--- src/rtl/fp32_pkg.sv ---
// fp32_pkg: shared binary32 field widths, special constants and
// classification helpers used by the multiply and add cores.
package fp32_pkg;

   localparam int EXP_W = 8;
   localparam int MAN_W = 23;
   localparam int BIAS  = 127;

   localparam logic [31:0] QNAN    = 32'h7FC0_0000;
   localparam logic [31:0] POS_INF = 32'h7F80_0000;
   localparam logic [31:0] NEG_INF = 32'hFF80_0000;

   typedef struct packed {
      logic             sign;
      logic [EXP_W-1:0] exp;
      logic [MAN_W-1:0] man;
   } fp32_t;

   // Split raw bits into sign/exponent/fraction fields
   function automatic fp32_t unpack(input logic [31:0] x);
      return fp32_t'(x);
   endfunction

   // Denormals count as zero: anything with a zero exponent field
   function automatic logic is_zero(input fp32_t x);
      return (x.exp == '0);
   endfunction

   function automatic logic is_inf(input fp32_t x);
      return (x.exp == '1) && (x.man == '0);
   endfunction

   function automatic logic is_nan(input fp32_t x);
      return (x.exp == '1) && (x.man != '0);
   endfunction

   function automatic logic [31:0] signed_inf(input logic sign);
      return sign ? NEG_INF : POS_INF;
   endfunction

   function automatic logic [31:0] signed_zero(input logic sign);
      return {sign, 31'd0};
   endfunction

endpackage

--- src/rtl/fp32_add_core.sv ---
// fp32_add_core: combinational binary32 add using guard/round/sticky alignment,
// leading-one normalisation and round-to-nearest-even.
module fp32_add_core
   import fp32_pkg::*;
(
   input  logic [31:0] a_i,
   input  logic [31:0] b_i,
   output logic [31:0] result_o
);

   fp32_t              fa;
   fp32_t              fb;
   fp32_t              fx;
   fp32_t              fy;
   logic               effSub;
   logic [7:0]         expDiff;
   logic [7:0]         shiftAmt;
   logic [26:0]        xAl;
   logic [26:0]        yExt;
   logic [53:0]        shiftWide;
   logic [26:0]        yAl;
   logic [27:0]        sum;
   logic [4:0]         msbPos;
   logic [4:0]         lzCount;
   logic [25:0]        norm;
   logic signed [9:0]  expNorm;
   logic               roundUp;
   logic [23:0]        fracRounded;
   logic signed [9:0]  expFinal;

   // Order operands by magnitude so the subtraction never goes negative, align
   // the smaller one with sticky collection, add or subtract, renormalise the
   // hidden bit to position 26 and round on the three low bits.
   always_comb begin
      fa = unpack(a_i);
      fb = unpack(b_i);
      if ({fb.exp, fb.man} > {fa.exp, fa.man}) begin
         fx = fb;
         fy = fa;
      end else begin
         fx = fa;
         fy = fb;
      end
      effSub    = fx.sign ^ fy.sign;
      expDiff   = fx.exp - fy.exp;
      shiftAmt  = (expDiff > 8'd27) ? 8'd27 : expDiff;
      xAl       = {1'b1, fx.man, 3'b000};
      yExt      = {1'b1, fy.man, 3'b000};
      shiftWide = {yExt, 27'd0} >> shiftAmt;
      yAl       = shiftWide[53:27] | {26'd0, |shiftWide[26:0]};
      sum       = effSub ? ({1'b0, xAl} - {1'b0, yAl}) : ({1'b0, xAl} + {1'b0, yAl});

      msbPos = '0;
      for (int i = 0; i < 28; i++) begin
         if (sum[i]) msbPos = 5'(i);
      end

      lzCount = '0;
      if (sum[27]) begin
         norm    = {sum[26:2], sum[1] | sum[0]};
         expNorm = 10'(fx.exp) + 10'sd1;
      end else begin
         lzCount = 5'd26 - msbPos;
         norm    = 26'(sum[25:0] << lzCount);
         expNorm = 10'(fx.exp) - 10'(lzCount);
      end
      roundUp     = norm[2] & (norm[1] | norm[0] | norm[3]);
      fracRounded = {1'b0, norm[25:3]} + 24'(roundUp);
      expFinal    = expNorm + 10'(fracRounded[23]);
      result_o    = signed_zero(1'b0);

      if (is_nan(fa) || is_nan(fb)) begin
         result_o = QNAN;
      end else if (is_inf(fa) && is_inf(fb) && (fa.sign != fb.sign)) begin
         result_o = QNAN;
      end else if (is_inf(fa)) begin
         result_o = signed_inf(fa.sign);
      end else if (is_inf(fb)) begin
         result_o = signed_inf(fb.sign);
      end else if (is_zero(fa) && is_zero(fb)) begin
         result_o = signed_zero(fa.sign & fb.sign);
      end else if (is_zero(fa)) begin
         result_o = b_i;
      end else if (is_zero(fb)) begin
         result_o = a_i;
      end else if (sum == '0) begin
         result_o = signed_zero(1'b0);
      end else if (expFinal >= 10'sd255) begin
         result_o = signed_inf(fx.sign);
      end else if (expFinal <= 10'sd0) begin
         result_o = signed_zero(fx.sign);
      end else begin
         result_o = {fx.sign, expFinal[7:0], fracRounded[22:0]};
      end
   end

endmodule

--- src/rtl/fp32_mul_core.sv ---
// fp32_mul_core: combinational binary32 multiply with round-to-nearest-even,
// denormal inputs treated as zero, underflow flushed and overflow saturated to Inf.
module fp32_mul_core
   import fp32_pkg::*;
(
   input  logic [31:0] a_i,
   input  logic [31:0] b_i,
   output logic [31:0] result_o
);

   fp32_t              fa;
   fp32_t              fb;
   logic               resSign;
   logic [47:0]        prod;
   logic [22:0]        keptFrac;
   logic               guardBit;
   logic               stickyBit;
   logic               normInc;
   logic               roundUp;
   logic [23:0]        fracRounded;
   logic signed [9:0]  expSum;

   // Multiply significands, normalise by at most one place, round the 23-bit
   // fraction (hidden bit is implicit, so a carry out of the fraction bumps the
   // exponent), then resolve specials and range limits in priority order.
   always_comb begin
      fa          = unpack(a_i);
      fb          = unpack(b_i);
      resSign     = fa.sign ^ fb.sign;
      prod        = 48'({1'b1, fa.man}) * 48'({1'b1, fb.man});
      if (prod[47]) begin
         keptFrac  = prod[46:24];
         guardBit  = prod[23];
         stickyBit = |prod[22:0];
         normInc   = 1'b1;
      end else begin
         keptFrac  = prod[45:23];
         guardBit  = prod[22];
         stickyBit = |prod[21:0];
         normInc   = 1'b0;
      end
      roundUp     = guardBit & (stickyBit | keptFrac[0]);
      fracRounded = {1'b0, keptFrac} + 24'(roundUp);
      expSum      = 10'(fa.exp) + 10'(fb.exp) - 10'(BIAS)
                    + 10'(normInc) + 10'(fracRounded[23]);
      result_o    = signed_zero(resSign);

      if (is_nan(fa) || is_nan(fb)) begin
         result_o = QNAN;
      end else if (is_inf(fa) || is_inf(fb)) begin
         result_o = (is_zero(fa) || is_zero(fb)) ? QNAN : signed_inf(resSign);
      end else if (is_zero(fa) || is_zero(fb)) begin
         result_o = signed_zero(resSign);
      end else if (expSum >= 10'sd255) begin
         result_o = signed_inf(resSign);
      end else if (expSum <= 10'sd0) begin
         result_o = signed_zero(resSign);
      end else begin
         result_o = {resSign, expSum[7:0], fracRounded[22:0]};
      end
   end

endmodule

--- src/rtl/fp32_mac_unit.sv ---
// fp32_mac_unit: two-stage binary32 multiply-accumulate. Stage 1 registers the
// product, stage 2 folds it into the accumulator in a single cycle.
module fp32_mac_unit
   import fp32_pkg::*;
#(
   parameter logic [31:0] ACC_INIT = 32'h0000_0000
) (
   input  logic        clk,
   input  logic        rst_n,
   input  logic        in_valid,
   input  logic        acc_clr,
   input  logic [31:0] in_a,
   input  logic [31:0] in_b,
   output logic [31:0] out_a,
   output logic [31:0] out_b,
   output logic [31:0] out_c,
   output logic        out_valid
);

   logic [31:0] mulResult;
   logic [31:0] addResult;
   logic [31:0] prod_q,      prod_d;
   logic        prodValid_q, prodValid_d;
   logic [31:0] acc_q,       acc_d;
   logic        outValid_q,  outValid_d;

   assign out_a     = in_a;
   assign out_b     = in_b;
   assign out_c     = acc_q;
   assign out_valid = outValid_q;

   fp32_mul_core uMul (
      .a_i      (in_a),
      .b_i      (in_b),
      .result_o (mulResult)
   );

   fp32_add_core uAdd (
      .a_i      (prod_q),
      .b_i      (acc_q),
      .result_o (addResult)
   );

   // Next-state: clear discards both the in-flight and the incoming product
   always_comb begin
      prod_d      = prod_q;
      prodValid_d = in_valid;
      acc_d       = acc_q;
      outValid_d  = prodValid_q;
      if (in_valid) prod_d = mulResult;
      if (prodValid_q) acc_d = addResult;
      if (acc_clr) begin
         prodValid_d = 1'b0;
         acc_d       = ACC_INIT;
         outValid_d  = 1'b0;
      end
   end

   // Pipeline and accumulator registers with asynchronous active-low reset
   always_ff @(posedge clk or negedge rst_n) begin
      if (!rst_n) begin
         prod_q      <= '0;
         prodValid_q <= 1'b0;
         acc_q       <= ACC_INIT;
         outValid_q  <= 1'b0;
      end else begin
         prod_q      <= prod_d;
         prodValid_q <= prodValid_d;
         acc_q       <= acc_d;
         outValid_q  <= outValid_d;
      end
   end

endmodule

--- config.mk ---
export PLATFORM = sky130hd
export DESIGN_NAME = fp32_mac_unit
export DESIGN_NICKNAME = d
export VERILOG_FILES = /design/src/rtl/fp32_pkg.sv /design/src/rtl/fp32_add_core.sv /design/src/rtl/fp32_mul_core.sv /design/src/rtl/fp32_mac_unit.sv
export SDC_FILE = /design/constraint.sdc
export NUM_CORES = 2
export LEC_CHECK = 0
export CAP_MARGIN = 20
export CORE_AREA = 2 2 257 259
export DETAILED_ROUTE_END_ITERATION = 6
export DIE_AREA = 0 0 259 261
export GPL_TIMING_DRIVEN = 0
export PLACE_DENSITY = 0.86
export SYNTH_ARGS = -nofsm -noshare
export SYNTH_HDL_FRONTEND = slang
export SYNTH_HIERARCHICAL = 1
export SYNTH_SLANG_ARGS = --single-unit
--- constraint.sdc ---
create_clock -name clk -period 14.7 [get_ports clk]
set_input_delay 4.41 -clock clk [delete_from_list [all_inputs] [get_ports clk]]
set_output_delay 4.41 -clock clk [all_outputs]
set_load 0.02 [all_outputs]
==> metrics.md <==
| Metric | Value |
|---|---|
| Run status | `finished with violations` |
| Failing checks | `design-rule violations, negative setup slack` |
| Type of the worst setup path | `reg2reg` |
| Synthesized instance count | `4876` |
| CP Max Fanout | `10` |
| Row count | `94` |
| Post-DR wirelength/cell | `25.7 um` |
| Die footprint | `67600 um^2` |
| Die H | `261 um` |
| Global-route usage over all layers | `45.0%` |
| Fraction of layout cells with a size suffix above 1 | `20.0%` |
| Insertion delay of the later-clocked pin in the worst-skew pair | `0.35 ns` |
| Num Clock Sinks | `66` |
| Via density | `6.71` |
| Largest area contributor in the netlist | `sky130_fd_sc_hd__fa_1` |
| R2R cell count | `70` |
| Instance count along the most critical hold path | `2` |
| Crit. End Element | `flip-flop` |
| Fraction of registers with async set/reset | `100%` |
| Count of max-cap constraint violations | `0` |
| Sequential cell area fraction in the yosys report | `4.34%` |
| Main flop type after synthesis | `sky130_fd_sc_hd__dfrtp_1` |
| Worst Tran Pin Value | `1.37 ns` |
| Dpl cells | `5902` |
| Post-synth cell types | `146` |
| Total area of multi-input combinational cells | `33700 um^2` |
| Vias in the first global route | `39300` |
| Required time at the worst-slack endpoint | `14.97 ns` |
| Finished Layout Cells | `6156` |
| Pin count of the biggest net entering global routing | `67` |
| Initial antenna violation count | `6` |
| Final net count | `6115` |
| Setup repair after global routing missed its margin | `yes` |
| Clock Root Buffer | `sky130_fd_sc_hd__clkbuf_16` |
| Data arrival time of the critical path | `15.12 ns` |
| Max-slew headroom | `8.88%` |
| Biggest cell delay along the critical path | `0.55 ns` |
| Fraction of the mapped netlist area in compound gates | `19.1%` |
| TritonCTS clock tree | `yes` |
| Remaining global-route overflow | `0` |
| Post-synthesis share of cell area spent on full adders, half adders and majority gates | `34.7%` |
| Most common library cells after synthesis | `sky130_fd_sc_hd__inv_1 (726), sky130_fd_sc_hd__nand2_1 (528), sky130_fd_sc_hd__fa_1 (486)` |
| Routability Congestion | `1.08` |
| Sequential cell area in the final layout | `1720 um^2` |
| Antenna violation net count after detailed routing | `0` |
| Met2 track demand over resource in global routing | `66.7%` |
| Post-Synth Simple-Gate Area | `22.2%` |
| Port Buf Inserts | `161` |
| Boundary Pins | `165` |
| Met1 track utilization from global routing | `58.7%` |
| Most frequent cell after synthesis | `sky130_fd_sc_hd__inv_1` |
| Post-Synthesis Cell Area | `38000 um^2` |
| Final slew viol count | `0` |
| Number of buffers created by CTS | `9` |
| WL final | `158000 um` |
| Count of yosys warnings during synthesis | `6` |
| Worst path slowest cell | `sky130_fd_sc_hd__or4b_4` |
| Area growth from synthesis to final layout | `19.5%` |
| Element type at the critical path start | `flip-flop` |
| Time the worst path needs with I/O delays and setup | `14.85 ns` |
| Type of the tightest min-delay check | `reg2reg` |
| Clock transition time at the flip-flop clock pins of the worst setup and hold paths | `0.06 ns` |
| Post-route clock period utilization | `101%` |
| Synthesized-area fraction occupied by xor and xnor cells | `2.84%` |
| Clock Tree Buf Depth | `2` |
| Dominant cell type by count on the critical path | `sky130_fd_sc_hd__buf_6` |
| Multiplexer share of the synthesized area | `4.86%` |
| First-iteration detailed-routing DRC count | `5740` |
| Flops & latches, synth | `66` |
| Post-Syn Nets | `5709` |
| First-pass GRT wire length | `232000 um` |
| Via total after detailed routing | `41300` |
| Drc violations | `13` |
| Setup TNS | `-1.60 ns` |
| Width of the chip | `259 um` |
| Ranking of synthesized cells by area | `sky130_fd_sc_hd__fa_1 (26%), sky130_fd_sc_hd__ha_1 (9.2%), sky130_fd_sc_hd__inv_1 (7.2%)` |
| Min setup slack post-route | `-0.153 ns` |
| Final-report setup violation count | `17` |
| Final HPWL from detailed placement | `121000 um` |
| Final hold vios | `0` |
| Main combinational cell family by area after synthesis | `adder cells` |
| Initial Util | `58.5%` |
| Area share of the leading cell type in the synthesized netlist | `25.6%` |
| First-pass detailed-route iteration total | `7` |
| Met3 Resource Use GR | `15.2%` |
| Average footprint of a synthesized cell | `7.80 um^2` |
| Area of the placeable core | `65000 um^2` |
| Skew final | `0.0131 ns` |
| GRT busiest layer | `met2` |
| Number of H-tree levels | `3` |
| Number of inserted filler cells in the final layout | `5186` |
| Fmax achieved | `67.3 MHz` |
| Count of flip-flops with a built-in enable after synthesis | `0` |
## worst max-delay path, delay by kind of cell (launching register included)
kind,cells,cell delay [ns]
adders and majority gates,5,1.14
xor gates and xnor gates,1,0.30
DFF,1,0.50
buffers and inverters,17,2.78
AOI/OAI and AO/OA,18,4.58
and+or+nand+nor,27,5.22
muxes,2,0.19
## sequential cells by signal, indices dropped and copies added (netlist names)
name         cells
out_c           32
prod_q          32
prodValid_q      1
out_valid        1
## path summary, 6_finish.rpt
path,from,to,slack (ns)
hold / removal,out_c[5]$_DFFE_PN0P_,out_c[5]$_DFFE_PN0P_,0.61
setup reg to reg,prod_q[18]$_DFFE_PN0P_,out_c[4]$_DFFE_PN0P_,-0.15
min in group asynchronous,rst_n,out_c[17]$_DFFE_PN0P_,4.15
max in group asynchronous,rst_n,prod_q[23]$_DFFE_PN0P_,9.88
hold reg to reg,out_c[5]$_DFFE_PN0P_,out_c[5]$_DFFE_PN0P_,0.61
setup / recovery,prod_q[18]$_DFFE_PN0P_,out_c[4]$_DFFE_PN0P_,-0.15
## stage by stage
| step | setup slack (ns) | hold slack (ns) | utilization [%] | instance area, um^2 |
|---|---|---|---|---|
| after detailed placement | -4.56 | 0.596 | 62.6 | 40700 |
| after global routing | -0.321 | 0.645 | 69.9 | 45400 |
| after CTS | 0.00277 | 0.611 | 66.8 | 43400 |
| after global placement | -4.50 | 0.589 | 62.6 | 40700 |
| final | -0.153 | 0.615 | 69.9 | 45500 |
| after floorplan | 0.207 | 0.510 | - | 38000 |
## area by class of cell
| cell class | count | area share [%] |
|---|---|---|
| Sequential cell | 66 | 3.78 |
| Multi-Input combinational cell | 3742 | 74.1 |
| Timing Repair Buffer | 402 | 7.43 |
| Buffer | 328 | 5.48 |
| Inverter | 733 | 6.15 |
| Antenna cell | 5 | 0.0275 |
| Tap cell | 864 | 2.38 |
| Clock buffer | 9 | 0.495 |
| Clock inverter | 7 | 0.182 |
## cell usage in the layout (no fill, tap or decap), drive strengths merged, types with 54 or more instances in the layout
cell type	synthesis	final
nand2	531	531
mux2i	80	80
nand3	93	93
nand4	54	54
buf	140	450
clkbuf	195	168
o21ai	224	224
nor3	103	103
a21oi	248	248
nor4	61	61
xnor2	69	69
and2	272	272
nor2	344	344
inv	729	728
fa	486	486
dfrtp	66	66
ha	279	279
clkdlybuf4s50	0	115
## layer usage
metal	vias to the layer above	part of all wire [%]	wire length, um
li1	17300	-	-
met1	19900	36	57700
met2	3353	42	66900
met3	771	15	23600
met4	2	6.3	10000
met5	-	0.0082	13
## logic make-up after synthesis
| family | Yosys count |
|---|---|
| compound gates | 1035 |
| xor+xnor | 118 |
| fa+ha+maj | 765 |
| buf+inv | 1068 |
| flops | 66 |
| mux | 146 |
| simple gates | 1678 |
## what timing repair did
item | CTS | global route
endpoints found under the hold margin | 0 | 0
cloned | 2 | 3
pin swaps | 73 | 121
hold buffers | 0 | 0
buffers inserted | 115 | 120
resized for setup | 610 | 407
endpoints found under the setup margin | 62 | 61
Power is left out: the tool's default activity adds up to more than one toggle a clock period on the data nets, which glitch-free logic cannot reach.
